--- src/rtl/lid_pkg.sv ---
// rtl/lid_pkg.sv - shared sizing helpers for latency-insensitive channel blocks
//
// Purpose: width helpers and parameter sanity check used by the credit
// receiver and other LID channel blocks.
// Ports: none (package).

package lid_pkg;

  // Width needed to hold the values 0..n inclusive (occupancy counters).
  function automatic int count_width(input int n);
    return $clog2(n + 1);
  endfunction

  // Width needed to address n slots; never narrower than one bit so a
  // single-entry FIFO still has a legal pointer.
  function automatic int ptr_width(input int n);
    return (n <= 1) ? 1 : $clog2(n);
  endfunction

  function automatic bit params_ok(input int n_credits, input int return_latency);
    return (n_credits >= 1) && (return_latency >= 1);
  endfunction

endpackage

--- src/rtl/credit_return_pipe.sv ---
// rtl/credit_return_pipe.sv - fixed-latency one-bit pulse delay line
//
// Purpose: delays each credit-return pulse by DEPTH clock cycles without
// merging or dropping pulses; reusable on any LID channel.
// Ports:
//   clock    in   rising-edge clock
//   reset_n  in   asynchronous active-low reset, clears all stages
//   i_pulse  in   pulse entering the pipe
//   o_pulse  out  pulse leaving the pipe, DEPTH cycles later

module credit_return_pipe #(
  parameter int DEPTH = 1
) (
  input  logic clock,
  input  logic reset_n,
  input  logic i_pulse,
  output logic o_pulse
);

  logic [DEPTH-1:0] stages;

  generate
    if (DEPTH == 1) begin : g_single
      always_ff @(posedge clock or negedge reset_n) begin
        if (!reset_n) begin
          stages <= '0;
        end else begin
          stages <= i_pulse;
        end
      end
    end else begin : g_multi
      always_ff @(posedge clock or negedge reset_n) begin
        if (!reset_n) begin
          stages <= '0;
        end else begin
          stages <= {stages[DEPTH-2:0], i_pulse};
        end
      end
    end
  endgenerate

  assign o_pulse = stages[DEPTH-1];

endmodule

--- src/rtl/credit_receiver.sv ---
// rtl/credit_receiver.sv - credit-based receive FIFO with credit-return pulses
//
// Purpose: buffers tokens sent under credit in an N_CREDITS-deep circular
// FIFO, presents them show-ahead with valid/ready, returns one credit per
// consumed token after RETURN_LATENCY cycles, and flags overflow stickily.
// Ports:
//   clock            in   rising-edge clock
//   reset_n          in   asynchronous active-low reset
//   i_valid          in   upstream token present (push)
//   i_data           in   upstream token payload
//   o_valid          out  FIFO non-empty
//   o_data           out  head-of-FIFO payload, don't-care while o_valid = 0
//   i_ready          in   consumer takes the head token
//   o_credit_return  out  one-cycle pulse per consumed token
//   o_count          out  current occupancy
//   o_overflow       out  sticky: push attempted while full without a pop

module credit_receiver
  import lid_pkg::*;
#(
  parameter int DATA_WIDTH     = 32,
  parameter int N_CREDITS      = 10,
  parameter int RETURN_LATENCY = 1
) (
  input  logic                                   clock,
  input  logic                                   reset_n,
  input  logic                                   i_valid,
  input  logic [DATA_WIDTH-1:0]                  i_data,
  output logic                                   o_valid,
  output logic [DATA_WIDTH-1:0]                  o_data,
  input  logic                                   i_ready,
  output logic                                   o_credit_return,
  output logic [lid_pkg::count_width(N_CREDITS)-1:0] o_count,
  output logic                                   o_overflow
);

  localparam int CW = count_width(N_CREDITS);
  localparam int PW = ptr_width(N_CREDITS);

  generate
    if (!params_ok(N_CREDITS, RETURN_LATENCY)) begin : g_param_check
      $error("credit_receiver: N_CREDITS and RETURN_LATENCY must both be >= 1");
    end
  endgenerate

  logic [DATA_WIDTH-1:0] mem [N_CREDITS];
  logic [PW-1:0]         wr_ptr;
  logic [PW-1:0]         rd_ptr;
  logic [CW-1:0]         count;
  logic                  overflow;

  logic full;
  logic pop;
  logic push_accepted;
  logic push_dropped;

  // Pointers wrap explicitly because N_CREDITS need not be a power of two.
  function automatic logic [PW-1:0] next_ptr(input logic [PW-1:0] p);
    return (p == PW'(N_CREDITS - 1)) ? '0 : p + PW'(1);
  endfunction

  assign full          = (count == CW'(N_CREDITS));
  assign pop           = o_valid & i_ready;
  // When full, a same-cycle pop frees the slot the push will reuse.
  assign push_accepted = i_valid & (~full | pop);
  assign push_dropped  = i_valid & full & ~pop;

  always_ff @(posedge clock or negedge reset_n) begin
    if (!reset_n) begin
      wr_ptr   <= '0;
      rd_ptr   <= '0;
      count    <= '0;
      overflow <= 1'b0;
    end else begin
      if (push_accepted) begin
        wr_ptr <= next_ptr(wr_ptr);
      end
      if (pop) begin
        rd_ptr <= next_ptr(rd_ptr);
      end
      if (push_accepted && !pop) begin
        count <= count + CW'(1);
      end else if (!push_accepted && pop) begin
        count <= count - CW'(1);
      end
      if (push_dropped) begin
        overflow <= 1'b1;
      end
    end
  end

  // Storage is not reset; stale entries are never visible since o_valid
  // follows the reset count.
  always_ff @(posedge clock) begin
    if (push_accepted) begin
      mem[wr_ptr] <= i_data;
    end
  end

  assign o_valid    = (count != '0);
  assign o_data     = mem[rd_ptr];
  assign o_count    = count;
  assign o_overflow = overflow;

  credit_return_pipe #(
    .DEPTH (RETURN_LATENCY)
  ) u_credit_return_pipe (
    .clock   (clock),
    .reset_n (reset_n),
    .i_pulse (pop),
    .o_pulse (o_credit_return)
  );

endmodule

--- config.mk ---
export PLATFORM = sky130hd
export DESIGN_NAME = credit_receiver
export DESIGN_NICKNAME = d
export VERILOG_FILES = /design/src/rtl/lid_pkg.sv /design/src/rtl/credit_return_pipe.sv /design/src/rtl/credit_receiver.sv
export SDC_FILE = /design/constraint.sdc
export NUM_CORES = 1
export LEC_CHECK = 0
export ABC_AREA = 0
export BUFFER_PORTS_ARGS = -buffer_cell sky130_fd_sc_hd__buf_2
export CAP_MARGIN = 20
export CORE_MARGIN = 2
export CORE_UTILIZATION = 40
export CTS_CLUSTER_DIAMETER = 30
export DETAILED_ROUTE_END_ITERATION = 8
export GPL_ROUTABILITY_DRIVEN = 1
export PLACE_DENSITY_LB_ADDON = 0.15
export SLEW_MARGIN = 20
export SYNTH_ARGS = -nofsm -noshare
export SYNTH_HDL_FRONTEND = slang
export SYNTH_SLANG_ARGS = --single-unit
--- constraint.sdc ---
create_clock -name clock -period 10.2 [get_ports clock]
set_input_delay 1.02 -clock clock [delete_from_list [all_inputs] [get_ports clock]]
set_output_delay 1.02 -clock clock [all_outputs]
set_load 0.1 [all_outputs]
==> run metrics <==
status=finished, final reports clean; grt ovf=0; Max FO, Critical Path=61; Root Driver=clkbuf_16; Slew @ Worst Pin=approximately 1000 ps; Residual DRC=0; worst hold slack=372 ps; Detailed Routing Iterations Pass 1=4; top cells by count, synth=edfxtp_1, mux2_2, nand2_1; num rows=66; top area cells in the synthesized netlist=edfxtp_1, mux2_2, mux4_2, dfrtp_1, mux2i_1; Die Span Y=185 µm; # setup viols final=0; WL/cell=22.0 µm; most frequent cell after synthesis=edfxtp_1; flop2flop setup slack=7070 ps; Main synth FF type=edfxtp_1; Worst-path clk slew=50 ps; Worst Skew=roughly 15 ps; Yosys top cell by area=edfxtp_1; Setup TNS Final=0 ps; Synth top area share=73.0%; Post-CTS Setup Bufs=0; core box area=32,500 µm²; input/output buffers=74; Post-Syn Nets=roughly 740; Post-Syn Instances=704; # IOs=75; Syn Area/Cell=18.7 µm²; initial DRC count=506; pre-CTS setup slack=6140 ps; synth-to-layout area growth=27.6%; Placer Congestion=0.717; # hold bufs at CTS=0; Fin. Hold Viols=0; Inserted Clock Buffers=75; initial cell density of the core=40.6%; Yosys reg bits=~330; YS warnings=0; worst-skew pair later-pin latency=~560 ps; WP data required=between 9000 and 10,000 ps; fraction of layout cells with a size suffix above 1=37.3%; DP Wirelength=15.4 mm; Max H-tree Level=3; min-delay worst type=in2async; final antenna-violating net count=0; R2R Path End=o_count[3]; final period utilization=between 40 and 50%; Cell Area, Synth=between 10,000 and 15,000 µm²; reg2reg path depth=8; Post-synth EDFFs=320; CTS tree=done; first-pass GRT wire length=44.9 mm; nets=873; Layout Utilization=51.8%; Tot GR Track Use=17.8%; clk sinks=334; post-synthesis cell type count=43; Max transition margin=32.9%; detail-routed via count per cell=between 5 and 6; antenna violations before repair=6; CP Capture Type=primary output; Max Cap Viol=0; Max Slew Vio Count=0; largest net degree at the start of global routing=~70; CTS Buffer Depth=3; Setup CP Type=reg2out; CP Launch Type=flip-flop; Via Count=6,975; post_cts resized=0; f_max=around 0.22 GHz; register area share after synthesis=between 70% and 80%; final WL=29.5 mm; fraction of registers with async set/reset=4.19%; min cycle time layout=between 4000 and 5000 ps; reg2reg start=o_count[0]; vias in the first global route=between 7,000 and 8,000; setup ws final=5620 ps; Die Area=34,400 µm²; CP arrival=approximately 3600 ps; RSZ-0062 raised after global routing=false; die width=roughly 190 µm
## flip-flops by register name (all words and copies together) (netlist names)
register and cells:
o_overflow 1, o_count 4, mem 320, u_credit_return_pipe.o_pulse 1
wr_ptr 4, rd_ptr 4
## how the worst max path moves through the flow
| stage | startpoint | end | slack [ps] | cells after the start |
|---|---|---|---|---|
| floorplan | o_count[0] | mem[7][0] | 4870 | 2 |
| global placement | rd_ptr[0] | o_data[30] | 6190 | 5 |
| detailed placement | rd_ptr[0] | o_data[30] | 6140 | 5 |
| CTS | rd_ptr[0] | o_data[30] | 5570 | 5 |
| global route | rd_ptr[0] | o_data[23] | 5440 | 5 |
| finish | rd_ptr[0] | o_data[30] | 5620 | 5 |
## per-layer routing
metal,vias to the layer above,global-route usage (%),wire (µm)
met4,2,7.17,786
li1,3143,-,-
met3,68,4.38,1510
met5,-,0,13
met1,3587,22.5,12500
met2,175,29.7,14700
## cells by family after synthesis
family / Yosys count / synth area share [%]
flops: 334 / 75.6
buf+inv: 48 / 1.99
compound gates: 78 / 4.24
mux: 130 / 13.5
xor+xnor: 6 / 0.399
simple gates: 104 / 3.78
fa+ha+maj: 4 / 0.437
## area by class of cell
type,count,area (µm²)
Multi-Input combinational cell,322,3010
Antenna cell,5,12.5
Timing Repair Buffer,95,528
Clock buffer,85,1940
Clock inverter,54,781
Sequential cell,334,9970
Tap cell,442,553
Fill cell,2639,15600
Inverter,5,18.8
## critical path, cell delays in order, from the launching register on
cell	delay, ps
dfrtp_4	740
buf_4	850
mux4_2	370
o221ai_1	110
o21ai_1	330
buf_2	500
## cell usage in the layout, fill, tap and decap left out, types with 6 or more instances in the layout
cell / synthesis / layout
nand3_1: 34 / 34
mux4_2: 32 / 32
buf_4: 6 / 21
buf_2: 10 / 74
clkinv_2: 0 / 11
clkbuf_16: 0 / 76
bufinv_16: 0 / 18
dfrtp_1: 14 / 10
o21ai_1: 31 / 31
nand2_1: 43 / 43
o21ai_0: 6 / 6
o221ai_1: 32 / 32
clkinv_1: 0 / 10
clkbuf_1: 19 / 9
edfxtp_1: 320 / 320
mux2i_1: 33 / 33
mux2_2: 65 / 65
## metrics by stage
stage	cell area, µm²	std cells
floorplan	13200	704
CTS	16800	1337
finish	16800	1342
detailed placement	14100	1198
global route	16800	1337
global placement	14100	1198
Power is not shown: default switching activity piles up to over one toggle a cycle in this logic, so the estimate is an artifact.
